### src/rtl/spart_rx_fifo.sv
// SPART receive channel: 16x-oversampled serial receiver with optional parity,
// per-word error flags and a show-ahead receive FIFO with sticky overrun.
module spart_rx_fifo #(
    parameter int DATA_BITS  = 8,
    parameter int FIFO_DEPTH = 4,
    parameter int DIV_W      = 16
) (
    input  logic                          clk,
    input  logic                          rst_n,
    input  logic [DIV_W-1:0]              divisor,
    input  logic                          parity_en,
    input  logic                          parity_odd,
    input  logic                          rxd,
    input  logic                          rd_en,
    input  logic                          clr_ovr,
    output logic [DATA_BITS-1:0]          rd_data,
    output logic [1:0]                    rd_err,
    output logic                          rda,
    output logic [$clog2(FIFO_DEPTH):0]   count,
    output logic                          overrun
);

    localparam int PW = $clog2(FIFO_DEPTH);
    localparam int CW = PW + 1;
    localparam int WW = DATA_BITS + 2;

    typedef enum logic [2:0] {
        IDLE      = 3'd0,
        START     = 3'd1,
        DATA      = 3'd2,
        PARITY    = 3'd3,
        STOP      = 3'd4,
        WAIT_HIGH = 3'd5
    } rx_state_t;

    logic [1:0]           sync_q;
    logic                 rxs_s;
    logic [DIV_W-1:0]     tcnt_q;
    logic [DIV_W-1:0]     tcnt_d;
    logic [DIV_W-1:0]     div_eff_s;
    logic                 tick_s;
    logic                 mid_s;
    logic                 smp_s;
    rx_state_t            state_q;
    logic [3:0]           scnt_q;
    logic [3:0]           bcnt_q;
    logic [DATA_BITS-1:0] shreg_q;
    logic                 perr_q;
    logic                 push_s;
    logic [WW-1:0]        push_word_s;
    logic [WW-1:0]        mem_q [FIFO_DEPTH];
    logic [PW-1:0]        wptr_q;
    logic [PW-1:0]        rptr_q;
    logic [CW-1:0]        count_q;
    logic                 ovr_q;
    logic                 full_s;
    logic                 empty_s;
    logic                 pop_s;
    logic                 wr_s;
    logic                 drop_s;

    // Two-flop synchroniser for the asynchronous serial input
    always_ff @(posedge clk or negedge rst_n) begin
        if (!rst_n) begin
            sync_q <= 2'b11;
        end else begin
            sync_q <= {sync_q[0], rxd};
        end
    end

    assign rxs_s     = sync_q[1];
    assign div_eff_s = (divisor == '0) ? DIV_W'(1) : divisor;
    // >= keeps the counter bounded if the divisor shrinks while running
    assign tick_s    = (tcnt_q >= (div_eff_s - DIV_W'(1)));
    assign tcnt_d    = tick_s ? '0 : (tcnt_q + DIV_W'(1));
    assign mid_s     = tick_s && (scnt_q == 4'd6);
    assign smp_s     = tick_s && (scnt_q == 4'd14);

    // Free-running 16x sample tick, deliberately not aligned to frame start
    always_ff @(posedge clk or negedge rst_n) begin
        if (!rst_n) begin
            tcnt_q <= '0;
        end else begin
            tcnt_q <= tcnt_d;
        end
    end

    // Receive state machine: start validation, data shift, parity and stop sampling
    always_ff @(posedge clk or negedge rst_n) begin
        if (!rst_n) begin
            state_q <= IDLE;
            scnt_q  <= 4'd0;
            bcnt_q  <= 4'd0;
            shreg_q <= '0;
            perr_q  <= 1'b0;
        end else begin
            case (state_q)
                IDLE: begin
                    if (!rxs_s) begin
                        scnt_q  <= 4'd0;
                        state_q <= START;
                    end else begin
                        state_q <= IDLE;
                    end
                end
                START: begin
                    if (mid_s) begin
                        if (rxs_s) begin
                            state_q <= IDLE;
                        end else begin
                            scnt_q  <= 4'd0;
                            bcnt_q  <= 4'd0;
                            perr_q  <= 1'b0;
                            state_q <= DATA;
                        end
                    end else if (tick_s) begin
                        scnt_q <= scnt_q + 4'd1;
                    end else begin
                        scnt_q <= scnt_q;
                    end
                end
                DATA: begin
                    if (tick_s) begin
                        scnt_q <= scnt_q + 4'd1;
                    end else begin
                        scnt_q <= scnt_q;
                    end
                    if (smp_s) begin
                        shreg_q <= {rxs_s, shreg_q[DATA_BITS-1:1]};
                        bcnt_q  <= bcnt_q + 4'd1;
                        if (bcnt_q == 4'(DATA_BITS - 1)) begin
                            state_q <= parity_en ? PARITY : STOP;
                        end else begin
                            state_q <= DATA;
                        end
                    end else begin
                        state_q <= DATA;
                    end
                end
                PARITY: begin
                    if (tick_s) begin
                        scnt_q <= scnt_q + 4'd1;
                    end else begin
                        scnt_q <= scnt_q;
                    end
                    if (smp_s) begin
                        perr_q  <= (^shreg_q) ^ rxs_s ^ parity_odd;
                        state_q <= STOP;
                    end else begin
                        state_q <= PARITY;
                    end
                end
                STOP: begin
                    if (tick_s) begin
                        scnt_q <= scnt_q + 4'd1;
                    end else begin
                        scnt_q <= scnt_q;
                    end
                    if (smp_s) begin
                        state_q <= rxs_s ? IDLE : WAIT_HIGH;
                    end else begin
                        state_q <= STOP;
                    end
                end
                WAIT_HIGH: begin
                    // A held-low line (break) must not retrigger reception
                    if (rxs_s) begin
                        state_q <= IDLE;
                    end else begin
                        state_q <= WAIT_HIGH;
                    end
                end
                default: begin
                    state_q <= IDLE;
                end
            endcase
        end
    end

    assign push_s      = (state_q == STOP) && smp_s;
    assign push_word_s = {perr_q, ~rxs_s, shreg_q};

    assign full_s  = (count_q == CW'(FIFO_DEPTH));
    assign empty_s = (count_q == '0);
    assign pop_s   = rd_en && !empty_s;
    // A simultaneous pop frees the slot, so a push into a full FIFO still lands
    assign wr_s    = push_s && (!full_s || pop_s);
    assign drop_s  = push_s && !wr_s;

    // FIFO pointers and occupancy
    always_ff @(posedge clk or negedge rst_n) begin
        if (!rst_n) begin
            wptr_q  <= '0;
            rptr_q  <= '0;
            count_q <= '0;
        end else begin
            if (wr_s) begin
                wptr_q <= wptr_q + PW'(1);
            end else begin
                wptr_q <= wptr_q;
            end
            if (pop_s) begin
                rptr_q <= rptr_q + PW'(1);
            end else begin
                rptr_q <= rptr_q;
            end
            case ({wr_s, pop_s})
                2'b10:   count_q <= count_q + CW'(1);
                2'b01:   count_q <= count_q - CW'(1);
                default: count_q <= count_q;
            endcase
        end
    end

    // FIFO storage, cleared on reset so the empty head reads as zero
    always_ff @(posedge clk or negedge rst_n) begin
        if (!rst_n) begin
            for (int i = 0; i < FIFO_DEPTH; i++) begin
                mem_q[i] <= '0;
            end
        end else if (wr_s) begin
            mem_q[wptr_q] <= push_word_s;
        end else begin
            mem_q[wptr_q] <= mem_q[wptr_q];
        end
    end

    // Sticky overrun; a drop in the same cycle as a clear wins
    always_ff @(posedge clk or negedge rst_n) begin
        if (!rst_n) begin
            ovr_q <= 1'b0;
        end else if (drop_s) begin
            ovr_q <= 1'b1;
        end else if (clr_ovr) begin
            ovr_q <= 1'b0;
        end else begin
            ovr_q <= ovr_q;
        end
    end

    assign rd_data = mem_q[rptr_q][DATA_BITS-1:0];
    assign rd_err  = mem_q[rptr_q][WW-1:DATA_BITS];
    assign rda     = !empty_s;
    assign count   = count_q;
    assign overrun = ovr_q;

endmodule
### config.mk
export PLATFORM = sky130hd
export DESIGN_NAME = spart_rx_fifo
export DESIGN_NICKNAME = d
export VERILOG_FILES = /design/src/rtl/spart_rx_fifo.sv
export SDC_FILE = /design/constraint.sdc
export NUM_CORES = 1
export LEC_CHECK = 0
export BUFFER_PORTS_ARGS = -buffer_cell sky130_fd_sc_hd__buf_2
export CAP_MARGIN = 5
export CORE_ASPECT_RATIO = 1.25
export CORE_MARGIN = 5
export CORE_UTILIZATION = 61
export CTS_BUF_LIST = sky130_fd_sc_hd__clkbuf_8 sky130_fd_sc_hd__clkbuf_16
export CTS_CLUSTER_DIAMETER = 100
export DETAILED_ROUTE_END_ITERATION = 8
export PLACE_DENSITY = 0.85
export SYNTH_ARGS = -nofsm -noshare
export SYNTH_HDL_FRONTEND = slang
export SYNTH_SLANG_ARGS = --single-unit
### constraint.sdc
create_clock -name clk -period 3.1 [get_ports clk]
set_clock_uncertainty 0.2 [all_clocks]
set_input_delay 0.62 -clock clk [delete_from_list [all_inputs] [get_ports clk]]
set_output_delay 0.62 -clock clk [all_outputs]
set_load 0.05 [all_outputs]
==> flow_summary.json <==
{
  "dr.pass1.iters": 5,
  "root_buffer": "clkbuf_8",
  "syn_inst": 484,
  "synth-seq-cells": 86,
  "fin_crit_ns": 4.669,
  "start_util_pct": 63.10,
  "p_clk_share_pct": 30.2,
  "relSlewSlack_pct": 30.88,
  "io_buffers": 37,
  "outcome": "complete, but fails checks",
  "seqPwrFrac_pct": 45.1,
  "finalCritPeriodShare_pct": 150.6,
  "mostFrequentLayoutCell": "dfrtp_1",
  "wire_per_inst_um": 20.21,
  "die_h_um": 111.0,
  "synth_top_area_share_pct": 42.26,
  "syn_to_final_growth_pct": 32.98,
  "rsz0062_at_grt": "yes",
  "cp_max_fo": 5,
  "critPathCaptureType": "register",
  "grt_use_total_pct": 26.49,
  "hold_path_class": "primary input to async pin",
  "hold_buffers": 0,
  "die_x_um": 90.76,
  "routed_wl_um": 13560,
  "synth_area_leaders": "dfrtp_1 (42%), mux4_2 (9.1%), ha_1 (6.3%), nor2_1 (5.4%), a21oi_1 (5.1%)",
  "required_ns": 3.18,
  "die_area_um2": 10070,
  "overflow": 0,
  "pwr-share-comb_pct": 24.7,
  "synth.distinct_cells": 51,
  "criticalPathCategory": "primary input to register",
  "cts_tree": "built",
  "core-area_um2": 7883,
  "reg2regPathDepth": 11,
  "diodes": 0,
  "synth_warnings": 0,
  "async_flop_share_pct": 100.0,
  "switching_share_pct": 32.38,
  "via_per_inst": 6.288,
  "hold_viol_final": 0,
  "layout-drive-gt1-share_pct": 45.14,
  "first_iter_violations": 247,
  "max-clock-path-buffers": 2,
  "power.leakage_uw": 0.002698,
  "io_pins": 38,
  "ys.flop_type": "dfrtp_1",
  "fin_setup_tns_ns": -106.40,
  "rows": 36,
  "finalSetupViolations": 82,
  "most-common-layout-cells": "dfrtp_1 (84), nor2_1 (56), buf_4 (45)",
  "fin_area_um2": 6614,
  "power_switching_uw": 952.3,
  "place_area_um2": 5702,
  "arrival_ns": 4.75,
  "cts_max_level": 3,
  "startpoint_type": "primary input",
  "dp_hpwl_um": 8260,
  "syn_nets": 533,
  "cap_violations": 0,
  "vias": 4219,
  "clkLatencyLatePin_ns": 0.37,
  "p_int_uw": 1989,
  "syn_area_um2": 4974,
  "ant_nets": 0,
  "synth_top_cell_by_area": "dfrtp_1",
  "dp_slack_ns": -1.814,
  "drc": 0,
  "worst_pin_slew_ns": 1.037,
  "cellPowerDensity_nw_per_um2": 444.7,
  "holdWs_ns": 0.1064,
  "r2r_start": "tcnt_q[1]",
  "synth-edff-count": 0,
  "clock-sinks": 86,
  "grt_pass1_wl_um": 21630,
  "maxSlewViolCount": 0,
  "vdd.ir_drop.worst_mv": 0.6573,
  "r2r_slack_ns": 0.05,
  "r2r-end": "count[2]",
  "violations": "setup timing",
  "yosysSeqAreaShare_pct": 43.32,
  "antenna_found_initial": 0,
  "synth_area_per_cell_um2": 10.28,
  "grt_max_degree": 58,
  "gp_congestion": 0.8212,
  "grt_pass1_vias": 4506,
  "finalWorstSetupSlack_ns": -1.569,
  "max_freq_mhz": 214.2,
  "final_nets": 620,
  "clk_pin_slew_worst_paths_ns": 0.09,
  "cts_inserted_buffers": 9
}
==> worst max-delay path, cell delays in order <==
cell	delay, ns
buf_6	0.09
or4_4	0.52
or4_4	0.45
nor4_4	0.22
a31oi_2	0.16
ha_2	0.22
nand2_4	0.12
nor4_4	0.06
xnor2_1	0.20
ha_1	0.27
nand4_1	0.16
nor3_4	0.06
a221oi_2	0.32
a31oi_2	0.16
buf_4	0.18
a21oi_4	0.13
inv_2	0.06
fa_2	0.38
a22oi_2	0.20
xnor2_1	0.16
==> stage by stage <==
stage	std cells	total power, uW	utilization, %
6_report	671	2941	83.90
2_1_floorplan	484	1739	-
3_5_place_dp	637	1961	72.33
5_1_grt	671	3065	83.90
4_1_cts	668	2867	80.11
3_3_place_gp	637	1925	72.33
==> cell type report <==
cell class / instances / area (um^2)
Timing Repair Buffer: 98 / 758.2
Clock buffer: 10 / 137.6
Inverter: 14 / 52.55
Multi-Input combinational cell: 362 / 3306
Tap cell: 95 / 118.9
Sequential cell: 86 / 2155
Fill cell: 369 / 1269
Clock inverter: 6 / 86.33
==> state kept, by name, indices dropped and copies added (netlist names) <==
name and cells:
bcnt_q 4, count 3, mem_q 40, overrun 1, perr_q 1, rptr_q 2
scnt_q 4, shreg_q 8, state_q 3, sync_q 2, tcnt_q 16, wptr_q 2
==> synthesized netlist by cell type (4+ instances only) <==
library cell,instances
nand4_1,8
a21o_1,6
and2_1,4
clkbuf_1,16
a21oi_1,51
mux2_1,9
mux2i_1,12
nor3_1,12
nor3b_1,4
mux4_2,20
nor2_1,72
nand3_1,14
dfrtp_1,84
a31oi_1,4
xnor2_1,25
nand2_1,28
xor2_1,13
ha_1,25
or3_1,4
inv_1,14
o21ai_0,10
==> power by group through the flow <==
stage	registers [uW]	clock network, uW	logic [uW]
finish	1330	887	727
global route	1340	938	790
CTS	1320	890	656
detailed placement	1340	0	621
global placement	1330	0	591
floorplan	1370	0	373
==> metal layers <==
metal	part of all wire [%]	track usage, %	vias to the layer above	wire [um]
li1	-	-	1917	-
met1	38	31.73	2134	5161
met2	55	46.05	129	7406
met3	4.4	4.956	39	591
met4	3.0	11.52	0	405
met5	0	0	-	0
==> worst max path at each step <==
stage	startpoint	end	slack, ns	cells past startpoint
detailed placement	divisor[9]	count[2]	-1.81	19
global route	divisor[9]	count[2]	-1.76	21
CTS	divisor[9]	count[2]	-1.39	21
global placement	divisor[9]	count[2]	-1.70	19
floorplan	divisor[9]	count[2]	-1.55	20
finish	divisor[9]	count[2]	-1.57	20
==> cells by family (layout without fill, tap and decap cells) <==
family | after synthesis | in the layout | share of synthesized area (%)
DFF | 86 | 86 | 43.32
muxes | 41 | 41 | 13.51
AOI/OAI and AO/OA | 87 | 87 | 10.09
buffers and inverters | 36 | 128 | 2.868
adders and majority gates | 26 | 26 | 6.692
and+or+nand+nor | 170 | 170 | 16.83
xor gates and xnor gates | 38 | 38 | 6.692
==> what timing repair did <==
item                                    in CTS  in global routing
gates cloned                                 2                  0
endpoints found under the setup margin      82                 82
setup buffers                               13                  9
resized for setup                           61                 77
pin swaps                                   15                 11
Note: power is estimated with default switching activity, not from simulation.
